[src/rtl/pie_encoder_pkg.sv]
// Shared definitions for the PIE (pulse-interval encoding) reader-to-tag
// encoder: state encoding, counter width and default segment timings.
package pie_encoder_pkg;

    // One down-counter times every segment; TRcal (1000 cycles) is the longest.
    localparam int unsigned CNT_W = 11;

    // Default timings in clk_10m cycles.
    localparam int unsigned TARI_CYC_DEF  = 125;
    localparam int unsigned PW_CYC_DEF    = 63;
    localparam int unsigned DELIM_CYC_DEF = 125;
    localparam int unsigned TRCAL_CYC_DEF = 1000;

    typedef enum logic [3:0] {
        ST_IDLE,
        ST_DELIM,
        ST_D0,
        ST_RTCAL,
        ST_TRCAL,
        ST_FETCH,
        ST_BIT_HI,
        ST_BIT_LO,
        ST_DONE
    } state_e;

    // Counter load value for a segment lasting len cycles.
    function automatic logic [CNT_W-1:0] seg_ld(input int unsigned len);
        return CNT_W'(len - 1);
    endfunction

endpackage

[src/rtl/pie_encoder.sv]
// PIE encoder: emits delimiter, data-0, RTcal, optional TRcal and then the
// command bits as PIE symbols on rd_data (1 = carrier, 0 = attenuated).
module pie_encoder
    import pie_encoder_pkg::*;
#(
    parameter int unsigned TARI_CYC  = TARI_CYC_DEF,
    parameter int unsigned PW_CYC    = PW_CYC_DEF,
    parameter int unsigned DELIM_CYC = DELIM_CYC_DEF,
    parameter int unsigned TRCAL_CYC = TRCAL_CYC_DEF
) (
    input  logic clk_10m,
    input  logic rst_p,
    input  logic tx_start,
    input  logic tx_preamble,
    input  logic tx_bit_valid,
    input  logic tx_bit,
    input  logic tx_last,
    output logic tx_bit_ready,
    output logic rd_data,
    output logic tx_busy,
    output logic tx_done,
    output logic tx_err
);

    // Preamble symbols run as a whole symbol in one state: the counter is
    // loaded with L-1 and the line is high while count >= PW_CYC, which gives
    // L-PW_CYC high cycles followed by PW_CYC low cycles.
    localparam logic [CNT_W-1:0] DELIM_LD = seg_ld(DELIM_CYC);
    localparam logic [CNT_W-1:0] D0_LD    = seg_ld(TARI_CYC);
    localparam logic [CNT_W-1:0] RTCAL_LD = seg_ld(3 * TARI_CYC);
    localparam logic [CNT_W-1:0] TRCAL_LD = seg_ld(TRCAL_CYC);
    localparam logic [CNT_W-1:0] PW_TH    = CNT_W'(PW_CYC);
    // Data symbols: FETCH supplies the first high cycle, so BIT_HI covers the
    // remaining L-PW_CYC-1 high cycles and BIT_LO the PW_CYC low cycles.
    localparam logic [CNT_W-1:0] BIT0_LD  = seg_ld(TARI_CYC - PW_CYC - 1);
    localparam logic [CNT_W-1:0] BIT1_LD  = seg_ld(2 * TARI_CYC - PW_CYC - 1);
    localparam logic [CNT_W-1:0] PW_LD    = seg_ld(PW_CYC);

    state_e           state_q, state_d;
    logic [CNT_W-1:0] cnt_q, cnt_d;
    logic             pre_q, pre_d;
    logic             last_q, last_d;
    logic             err_q, err_d;

    // State, segment counter and per-frame latches.
    always_ff @(posedge clk_10m) begin
        if (rst_p) begin
            state_q <= ST_IDLE;
            cnt_q   <= '0;
            pre_q   <= 1'b0;
            last_q  <= 1'b0;
            err_q   <= 1'b0;
        end else begin
            state_q <= state_d;
            cnt_q   <= cnt_d;
            pre_q   <= pre_d;
            last_q  <= last_d;
            err_q   <= err_d;
        end
    end

    // Next-state, counter reload and output decode.
    always_comb begin
        state_d      = state_q;
        cnt_d        = cnt_q;
        pre_d        = pre_q;
        last_d       = last_q;
        err_d        = err_q;
        rd_data      = 1'b1;
        tx_bit_ready = 1'b0;
        tx_busy      = 1'b1;
        tx_done      = 1'b0;
        tx_err       = 1'b0;

        unique case (state_q)
            ST_IDLE: begin
                tx_busy = 1'b0;
                if (tx_start) begin
                    state_d = ST_DELIM;
                    cnt_d   = DELIM_LD;
                    pre_d   = tx_preamble;
                    last_d  = 1'b0;
                    err_d   = 1'b0;
                end
            end
            ST_DELIM: begin
                rd_data = 1'b0;
                if (cnt_q == '0) begin
                    state_d = ST_D0;
                    cnt_d   = D0_LD;
                end else begin
                    cnt_d = cnt_q - 1'b1;
                end
            end
            ST_D0: begin
                rd_data = (cnt_q >= PW_TH);
                if (cnt_q == '0) begin
                    state_d = ST_RTCAL;
                    cnt_d   = RTCAL_LD;
                end else begin
                    cnt_d = cnt_q - 1'b1;
                end
            end
            ST_RTCAL: begin
                rd_data = (cnt_q >= PW_TH);
                if (cnt_q == '0) begin
                    if (pre_q) begin
                        state_d = ST_TRCAL;
                        cnt_d   = TRCAL_LD;
                    end else begin
                        state_d = ST_FETCH;
                    end
                end else begin
                    cnt_d = cnt_q - 1'b1;
                end
            end
            ST_TRCAL: begin
                rd_data = (cnt_q >= PW_TH);
                if (cnt_q == '0) begin
                    state_d = ST_FETCH;
                end else begin
                    cnt_d = cnt_q - 1'b1;
                end
            end
            ST_FETCH: begin
                tx_bit_ready = 1'b1;
                if (tx_bit_valid) begin
                    state_d = ST_BIT_HI;
                    cnt_d   = tx_bit ? BIT1_LD : BIT0_LD;
                    last_d  = tx_last;
                end else begin
                    state_d = ST_DONE;
                    err_d   = 1'b1;
                end
            end
            ST_BIT_HI: begin
                if (cnt_q == '0) begin
                    state_d = ST_BIT_LO;
                    cnt_d   = PW_LD;
                end else begin
                    cnt_d = cnt_q - 1'b1;
                end
            end
            ST_BIT_LO: begin
                rd_data = 1'b0;
                if (cnt_q == '0) begin
                    state_d = last_q ? ST_DONE : ST_FETCH;
                end else begin
                    cnt_d = cnt_q - 1'b1;
                end
            end
            ST_DONE: begin
                tx_busy = 1'b0;
                tx_done = 1'b1;
                tx_err  = err_q;
                state_d = ST_IDLE;
            end
            default: begin
                state_d = ST_IDLE;
                cnt_d   = '0;
            end
        endcase
    end

endmodule
[config.mk]
export PLATFORM = sky130hd
export DESIGN_NAME = pie_encoder
export DESIGN_NICKNAME = d
export VERILOG_FILES = /design/src/rtl/pie_encoder_pkg.sv /design/src/rtl/pie_encoder.sv
export SDC_FILE = /design/constraint.sdc
export NUM_CORES = 1
export LEC_CHECK = 0
export ABC_AREA = 1
export BUFFER_PORTS_ARGS = -buffer_cell sky130_fd_sc_hd__buf_2
export CAP_MARGIN = 20
export CORE_ASPECT_RATIO = 1.5
export CORE_UTILIZATION = 45
export CTS_BUF_LIST = sky130_fd_sc_hd__clkbuf_8
export CTS_CLUSTER_DIAMETER = 80
export DETAILED_ROUTE_END_ITERATION = 10
export HOLD_SLACK_MARGIN = 0.02
export PLACE_DENSITY_LB_ADDON = 0.08
export SKIP_CTS_REPAIR_TIMING = 1
export SLEW_MARGIN = 20
export SYNTH_ARGS = -nofsm -noshare
export SYNTH_HDL_FRONTEND = slang
export SYNTH_SLANG_ARGS = --single-unit
[constraint.sdc]
create_clock -name clk_10m -period 2.1 [get_ports clk_10m]
set_input_delay 0.315 -clock clk_10m [delete_from_list [all_inputs] [get_ports clk_10m]]
set_output_delay 0.315 -clock clk_10m [all_outputs]
set_load 0.1 [all_outputs]
[Yosys cells after proc, flatten, opt, wreduce, memory -nomap -nowiden]
Cells that the tools add are included.
Word-level totals
  word-level logic and storage cells: 70
  input bits: 7
  bits in registers: 18
Cells by class
  $add $sub $neg: 1
  bitwise logic cells: 1
  magnitude comparators: 1
  equal/unequal tests: 19
  mux-type cells: 31
  reduce and logical (&&, ||, !) cells: 12
Operators by type and width (number)
  2-to-1 mux 11 bit: 8
  one-hot mux 11 bit (8 select lines): 1
  2-to-1 mux 4 bit: 9
  one-hot mux 4 bit (8 select lines): 1
  != test 2 bit, second input constant: 10
  == test 4 x 3 -> 1 bit, second input constant: 4
  >= comparator 11 x 6 -> 1 bit, second input constant: 1
  logical NOT 11 bit: 1
  subtractor 11 x 1 -> 11 bit, second input constant: 1
  == test 4 x 2 -> 1 bit, second input constant: 2
  2-to-1 mux 1 bit: 8
  2-to-1 mux 8 bit: 1
  AND reduction 7 bit: 1
  one-hot mux 1 bit (2 select lines): 3
  AND reduction 3 bit: 2
  OR reduction 2 bit: 3
  AND reduction 5 bit: 1
  == test 4 x 1 -> 1 bit, second input constant: 1
  == test 4 bit, second input constant: 1
  logical NOT 4 bit: 1
  != test 3 bit, second input constant: 1
  OR reduction 3 bit: 1
  AND reduction 2 bit: 1
  nonzero test 2 bit: 1
  NOT 1 bit: 1

[Depth between registers and ports, before layout]
  depth after elaboration: 4
  depth in mapped cells: 11

[Least setup slack after synthesis]
Ideal clock, no wire load.
  path kind: reg2out
  from: register state_q[3]
  to: output port rd_data
  path buffers: 0
  cell stages (with the launch flop): 6
  required time: 1.785 ns
  path slack: -1.244 ns
  arrival time: 3.029 ns
  path through: dfxtp_1 > nor2_2 > inv_1 > nor2_1 > a21oi_1 > o21ai_0
On the way
  word-level cells in the longest chain between the ends: 3
  elaborated cells between the ends (all ways): 8
  those cells by class: eq/ne (5); mux (1); reduce/logical (2)
RTL lines
  from (decl): line pie_encoder.sv:39  | state_e state_q, state_d;
  from (signal assigned): line pie_encoder.sv:54  | state_q <= state_d;
  == test 4 x 3 -> 1 bit (tied with other cells): line pie_encoder.sv:75  | unique case (state_q)
  OR reduction 3 bit (no source line) or OR reduction 2 bit (tied branches)
  one-hot mux 1 bit (2 select lines) *: line pie_encoder.sv:75
  to (decl): line pie_encoder.sv:19  | output logic rd_data,
Mark *: on every way between the ends. The rest lies on a longest branch, timed or not.

[Worst setup path in the final report]
Ends and elaborated chain as after synthesis.

==> out/qor.csv <==
metric;value;unit
drc;0;
p_total;0.00285;W
cts_tree;built;
root_buffer;clkbuf_8;
grt_pass1_wl;6120;um
drtAntennaViolNets;0;
fillers;340;
num_rows;24;
drive_above_1_share;15.0;%
insertion_delay;260;ps
htree_levels;1;
post_drt_wl_per_cell;12.8;um
setup_violations;0;
grt.total_usage;25.2;%
syn_inst;234;
vias;1450;
arrival;1710;ps
synth_cell_type_count;25;
cts_buffer_depth;2;
syn_area_per_cell;5.96;um^2
max_slew.worst_pin.slew;485;ps
syn2layout_area_growth;11.7;%
rsz0062_at_grt;true;
wirelength;3640;um
gp_congestion;0.858;
power.density;1830;nW/um^2
start_util;47.4;%
layout_commonest_cell;nand2_1;
grt_antenna_before_repair;0;
firstDrtPassIters;4;
ir_worst_vdd;1100;uV
hold_viol_final;0;
synth_area_leader_cell;dfxtp_1;
hp-class;in -> reg;
chipWidth;47.5;um
p_leak;0.783;nW
yosysSeqAreaShare;25.8;%
chipHeight;70.2;um
drv_cap;0;
finalCritPeriodShare;96.3;%
cp-end-kind;output port;
crit_required;1780;ps
io-pin-count;12;
period_minus_slack;2020;ps
clk_pin_slew;70;ps
final_cell_mix;nand2_1 (75), inv_1 (30), nor2_1 (23), nand3_1 (23), dfxtp_1 (18);
grt_max_degree;19;
slew_violations;0;
path_max_fanout;8;
drt_iter0_markers;46;
grt_remaining_overflow;0;
maxSlewHeadroom;67.9;%
io_buffers;11;
status;finished, final reports clean;
viasPerCell;5.09;
synth.top_cell.area_share;25.8;%
cts.sinks;18;
dp_slack;203;ps
start_kind;register;
crit_type;reg -> out;
multiInputGateArea;903;um^2
synth_nets;243;
seqCellArea;360;um^2
cts_buffers;3;
core-area;2940;um^2
grt_pass1_vias;1429;
nNetsFinal;256;
max_freq;494;MHz
dp_hpwl;2930;um
netlist_area;1400;um^2
yosysWarnings;0;
fin_skew;3.61;ps
synth.area.top_cells;dfxtp_1 (26%), nand2_1 (20%), nand3_1 (8.3%), inv_1 (8.1%), nor2_1 (6.5%);
diodes;0;
fp.dieArea;3330;um^2
ys_ff_latch;18;
fin_ws;76.7;ps
-- layout make-up --
cell class | instances | share of cell area (%)
inverter | 31 | 7.62
sequential | 18 | 23.1
multi-input combinational | 182 | 57.9
clock buffer | 4 | 3.53
tap | 39 | 3.13
timing repair buffer | 11 | 4.65
-- state kept, by name, summed over array words and instances, names as in the netlist --
signal	flops
state_q	4
err_q	1
cnt_q	11
last_q	1
pre_q	1
-- stage by stage --
step / instances / utilization [%] / area [um^2] / hold WS, ps / setup TNS [ps]
after floorplan: 234 / - / 1400 / 440 / 0
after global placement: 281 / 51.0 / 1500 / 455 / 0
after detailed placement: 281 / 51.0 / 1500 / 464 / 0
after CTS: 285 / 52.9 / 1560 / 313 / 0
after global routing: 285 / 53.0 / 1560 / 330 / -258
final: 285 / 53.0 / 1560 / 314 / 0
-- synth_stat cells --
master,number
xnor2_1,3
nand2_1,75
nand3b_1,1
nand3_2,2
a211oi_1,5
o211ai_1,1
nand4_1,1
nand3_1,23
nor3_1,1
nor2_2,11
xor2_1,3
o21ai_0,6
inv_4,1
o21ai_4,1
nor2_4,2
a21oi_1,17
clkbuf_1,1
ha_1,2
o21bai_1,1
buf_6,1
dfxtp_1,18
nand2_2,3
nor2_1,24
inv_1,30
buf_1,1
-- where the power goes --
group          switching [W]  internal (W)  total [W]
Sequential          0.000129      0.000446   0.000575
Clock               0.000127      0.000167   0.000294
Combinational        0.00135      0.000625    0.00198
Total                0.00161       0.00124    0.00285
-- routing by layer --
layer | vias to the layer above | track usage [%] | wire length, um | part of all wire [%]
met5 | - | 0 | 0 | 0
met4 | 0 | 13.3 | 108 | 3.0
met3 | 10 | 3.62 | 80 | 2.2
met2 | 27 | 41.7 | 1890 | 52
met1 | 645 | 29.1 | 1550 | 43
li1 | 768 | - | - | -
-- worst max-delay path, cell delays in order (launching register included) --
cell and delay [ps]:
dfxtp_1 370, nor2_2 310, inv_1 130, nor2_1 170, a21oi_1 70, o21ai_2 200, buf_12 190
-- final timing paths --
kind	startpoint	endpoint	slack (ps)	cells after the start
worst max-delay path	state_q[3]$_SDFFE_PP0P_	rd_data	80	6
worst min-delay path	tx_last	last_q$_SDFFE_PP0P_	310	3
worst max register to register	cnt_q[0]$_SDFFE_PP0P_	cnt_q[7]$_SDFFE_PP0P_	170	9
worst min register to register	err_q$_SDFFE_PP0P_	err_q$_SDFFE_PP0P_	470	2
-- kinds of logic (layout without fill, tap and decap cells) --
| group | after synthesis | after routing | synth area share [%] |
|---|---|---|---|
| DFF | 18 | 18 | 25.8 |
| and+or+nand+nor | 143 | 143 | 45.6 |
| adders and majority gates | 2 | 2 | 1.79 |
| AOI/OAI and AO/OA | 31 | 31 | 13.2 |
| buffers and inverters | 34 | 46 | 9.87 |
| xor gates and xnor gates | 6 | 6 | 3.77 |
(Power assumes the default switching activity.)
